`src/rtl/note_envelope_player.sv`:
```
// Plays one note at a time from the song-reader stream: latches the note, counts beats,
// and shapes an attack/sustain/release amplitude envelope for the sine/DAC path.
module note_envelope_player #(
  parameter logic [7:0] ATTACK_STEP  = 8'd16,
  parameter logic [7:0] RELEASE_STEP = 8'd8
) (
  input  logic       clk,
  input  logic       reset,
  input  logic       play,
  input  logic       new_note,
  input  logic [5:0] note,
  input  logic [5:0] duration,
  input  logic [2:0] metadata,
  input  logic       beat,
  input  logic       sample_tick,
  output logic [5:0] note_out,
  output logic       note_valid,
  output logic [7:0] amplitude,
  output logic       note_done,
  output logic       busy
);

  typedef enum logic [1:0] {StIdle, StAttack, StSustain, StRelease} state_e;

  state_e     state_q, state_d;
  logic [5:0] dur_q, dur_d;
  logic [7:0] peak_q, peak_d;
  logic [5:0] cnt_q, cnt_d;
  logic [5:0] note_d;
  logic [7:0] amp_d;
  logic       done_d;
  logic       valid_d;
  logic       busy_d;
  logic [8:0] amp_up;

  assign amp_up = {1'b0, amplitude} + {1'b0, ATTACK_STEP};

  always_comb begin
    state_d = state_q;
    dur_d   = dur_q;
    peak_d  = peak_q;
    cnt_d   = cnt_q;
    note_d  = note_out;
    amp_d   = amplitude;
    done_d  = 1'b0;
    if (new_note) begin
      // Latch wins over pause and over an expiring beat; amplitude is kept so a
      // retrigger ramps from the current level instead of clicking to zero.
      note_d  = note;
      dur_d   = duration;
      peak_d  = (note == 6'd0) ? 8'd0 : {metadata, 5'b11111};
      cnt_d   = 6'd0;
      state_d = (duration == 6'd0) ? StRelease : StAttack;
      done_d  = (duration == 6'd0);
    end else if (play) begin
      unique case (state_q)
        StIdle: amp_d = 8'd0;
        StAttack, StSustain: begin
          if (state_q == StSustain) begin
            amp_d = peak_q;
          end else if (sample_tick) begin
            // Also clamps a level left above a softer peak by a retrigger.
            if (amp_up >= {1'b0, peak_q}) begin
              amp_d   = peak_q;
              state_d = StSustain;
            end else begin
              amp_d = amp_up[7:0];
            end
          end
          if (beat) begin
            cnt_d = cnt_q + 6'd1;
            if (cnt_d == dur_q) begin
              done_d  = 1'b1;
              state_d = StRelease;
            end
          end
        end
        StRelease: begin
          if (sample_tick) begin
            if (amplitude <= RELEASE_STEP) begin
              amp_d   = 8'd0;
              state_d = StIdle;
            end else begin
              amp_d = amplitude - RELEASE_STEP;
            end
          end
        end
      endcase
    end
    valid_d = (state_d != StIdle) && (note_d != 6'd0);
    busy_d  = (state_d == StAttack) || (state_d == StSustain);
  end

  always_ff @(posedge clk) begin
    if (reset) begin
      state_q    <= StIdle;
      dur_q      <= 6'd0;
      peak_q     <= 8'd0;
      cnt_q      <= 6'd0;
      note_out   <= 6'd0;
      amplitude  <= 8'd0;
      note_done  <= 1'b0;
      note_valid <= 1'b0;
      busy       <= 1'b0;
    end else begin
      state_q    <= state_d;
      dur_q      <= dur_d;
      peak_q     <= peak_d;
      cnt_q      <= cnt_d;
      note_out   <= note_d;
      amplitude  <= amp_d;
      note_done  <= done_d;
      note_valid <= valid_d;
      busy       <= busy_d;
    end
  end

endmodule

```
`config.mk`:
```
export PLATFORM = sky130hd
export DESIGN_NAME = note_envelope_player
export DESIGN_NICKNAME = d
export VERILOG_FILES = /design/src/rtl/note_envelope_player.sv
export SDC_FILE = /design/constraint.sdc
export NUM_CORES = 1
export LEC_CHECK = 0
export ABC_CLOCK_PERIOD_IN_PS = 2400
export BUFFER_PORTS_ARGS = -buffer_cell sky130_fd_sc_hd__buf_2
export CAP_MARGIN = 15
export CORE_MARGIN = 4
export CORE_UTILIZATION = 42
export CTS_CLUSTER_DIAMETER = 200
export CTS_CLUSTER_SIZE = 10
export DETAILED_ROUTE_END_ITERATION = 10
export PLACE_DENSITY = 0.71
export SKIP_CTS_REPAIR_TIMING = 1
export SLEW_MARGIN = 15
export SYNTH_ARGS = -nofsm -noshare
export SYNTH_HDL_FRONTEND = slang
export SYNTH_SLANG_ARGS = --single-unit
```
`constraint.sdc`:
```
create_clock -name clk -period 2.4 [get_ports clk]
set_input_delay 0.36 -clock clk [delete_from_list [all_inputs] [get_ports clk]]
set_output_delay 0.36 -clock clk [all_outputs]
set_load 0.05 [all_outputs]
```
==> metrics <==
result of the run=finished clean; arrival time reported for the critical path endpoint=2510 ps; Area contributors post-synth=sky130_fd_sc_hd__dfxtp_1, sky130_fd_sc_hd__ha_1, sky130_fd_sc_hd__mux2i_1; final worst path period need=2340 ps; vias in the first global route=1716; total gr overflow=0; family with the most delay on the worst path=simple AND/OR/NAND/NOR gates; clock edge transition at the registers on the reported setup and hold paths=60 ps; # nets final=313; sum of negative setup slack=0 ps; worst path required time=2580 ps; final number of hold-violating endpoints=0; Die ar.=0.00588 mm²; clock tree root driver cell=sky130_fd_sc_hd__clkbuf_8; overall fraction of global-route tracks in use=0.166; worst stage delay on the critical path=520 ps; Worst Skew=2.54 ps; largest voltage drop on the vdd net=0.000390 V; Worst setup SP type=flip-flop; antenna diode count=0; mean instance size in the synthesized netlist=8.65 µm²; Clock Latency Late Sink=280 ps; antenna-violating nets left=0; Final GP Congestion=0.944; first-pass GRT wire length=7.93 mm; final setup fails=0; total via count in the routed design=1835; average detailed-routed wire length per instance=14.8 µm; CTS tree=yes; number of buffers created by CTS=5; count of standard-cell rows=24; HPWL Detailed=3.74 mm; CP max-delay cell=sky130_fd_sc_hd__or4b_4; highest attainable clock frequency=428 MHz; Via-to-Cell Ratio=5.59; fraction of final layout cells with drive strength greater than 1=0.319; die outline height=76.7 µm; cell area after layout=0.00253 mm²; share of flip-flops with an asynchronous set or reset=0; number of antenna violations at the first check in global routing=0; Yosys warnings=0; mapped cell area=0.00198 mm²; distinct cell type count after synthesis=53; max-slew violation count=0; Sink Count=33; area of the core=0.00447 mm²; PD cells=494 mW/mm²; number of enable-type register cells in the synthesized netlist=0; starting utilization of the core area=0.443; kind of critical path=flip-flop to flip-flop; endpoint class of the critical path=flip-flop; fraction of post-synthesis cell area in the top cell type by area=0.333; gate count after technology mapping=229; Die W=76.7 µm; Clock H-tree levels=2; # placed instances=321; 1st-iter DRT viols=77; net count of the mapped netlist=266; top fanout value on the critical path=4; pin slew with the least headroom to its limit=518 ps; top flip-flop cell by instance count after synthesis=sky130_fd_sc_hd__dfxtp_1; DRC Markers=0; top cell types by occurrence after synthesis=sky130_fd_sc_hd__dfxtp_1, sky130_fd_sc_hd__nor2_1, sky130_fd_sc_hd__mux2i_1; Max Buffers Root-to-Sink=2; max-cap violations=0; CP most frequent cell=sky130_fd_sc_hd__ha_4; Final Routed Wirelength=4.86 mm; Detailed Routing Iterations Pass 1=4; Synth Register Bits=33; share of the yosys chip area belonging to registers=0.333; count of input and output buffers=37; number of non-filler instances in the completed layout=328; most frequent cell after synthesis=sky130_fd_sc_hd__dfxtp_1; largest net degree at the start of global routing=26; reported leakage power=0.00109 µW; sum of buffers and inverters on the critical path=0; area added between synthesis and finish=27.7%; path category of the worst min-delay check=input port to flip-flop; final clock period utilization by the worst path=0.974; number of I/O pins=38; library cell occupying the most area in the post-synthesis netlist=sky130_fd_sc_hd__dfxtp_1; ordered list of cells on the worst path=ha_4 -> and2b_1 -> or4b_4 -> nand3_2 -> nand4_1 -> or2_1 -> and4_1 -> ha_4 -> a2111oi_2; DP Area=0.00234 mm²; worst slew margin relative to its limit=0.652
layer usage:
layer | global-route usage | share of wire
met1 | 0.203 | 0.44
met3 | 0.0386 | 0.042
met4 | 0.0507 | 0.022
met2 | 0.289 | 0.50
met5 | 0 | 0
sequential cells by signal, indices dropped and copies added, names as in the netlist:
name        cells
note_done       1
peak_q          4
note_out        6
busy            1
cnt_q           6
amplitude       6
note_valid      1
state_q         2
dur_q           6
cells by family (layout without fill, tap and decap cells):
group	Yosys count	in the layout	share of synthesized area
AND/OR/NAND/NOR	81	81	0.220
AO/OA/AOI/OAI	48	48	0.160
flip-flops	33	33	0.333
buffers and inverters	23	70	0.0480
multiplexers	17	17	0.0859
adder cells (fa/ha/maj)	16	16	0.101
XOR/XNOR	11	11	0.0524
final timing paths:
path	start	endpoint	slack, ps	depth (start not counted)
setup / recovery	cnt_q[1]	note_valid	60	9
setup reg to reg	cnt_q[1]	note_valid	60	9
hold / removal	metadata[1]	peak_q[6]	270	3
hold reg to reg	cnt_q[5]	cnt_q[5]	500	2
area by class of cell:
class | instances | area, µm²
repair buffers | 49 | 275
inverters | 14 | 55.1
flip-flops and latches | 33 | 676
multi-input cells | 173 | 1370
clock buffers | 7 | 86.3
well taps | 52 | 65.1
fillers | 420 | 1940
report_power, final:
group	switching [µW]	internal [µW]
clock	192	227
combinational	146	102
sequential	16.5	567
through the flow:
stage                     worst slack (ps)  power (µW)  hold slack, ps  utilization
after floorplan                      0.355         756             468            -
after global placement                8.42         826             486        0.524
after detailed placement             -66.8         830             499        0.524
after CTS                            -83.0        1250             268        0.543
after global routing                 -14.7        1330             283        0.566
final                                 63.4        1250             274        0.566
cell usage in the layout (no fill, tap or decap), types with 8 or more instances in the layout:
| cell | instances |
|---|---|
| sky130_fd_sc_hd__buf_2 | 37 |
| sky130_fd_sc_hd__nor2_1 | 20 |
| sky130_fd_sc_hd__nand3_1 | 8 |
| sky130_fd_sc_hd__mux2i_1 | 17 |
| sky130_fd_sc_hd__buf_4 | 12 |
| sky130_fd_sc_hd__dfxtp_1 | 27 |
| sky130_fd_sc_hd__nand2_1 | 13 |
| sky130_fd_sc_hd__o21ai_0 | 12 |
| sky130_fd_sc_hd__ha_1 | 10 |
| sky130_fd_sc_hd__inv_1 | 12 |
worst register-to-register path, cell delays in order, from the launching register on:
cell and delay (ps):
sky130_fd_sc_hd__dfxtp_2 340, sky130_fd_sc_hd__ha_4 160, sky130_fd_sc_hd__and2b_1 170, sky130_fd_sc_hd__or4b_4 520, sky130_fd_sc_hd__nand3_2 90, sky130_fd_sc_hd__nand4_1 100
sky130_fd_sc_hd__or2_1 270, sky130_fd_sc_hd__and4_1 210, sky130_fd_sc_hd__ha_4 160, sky130_fd_sc_hd__a2111oi_2 200
(Power assumes the default switching activity.)
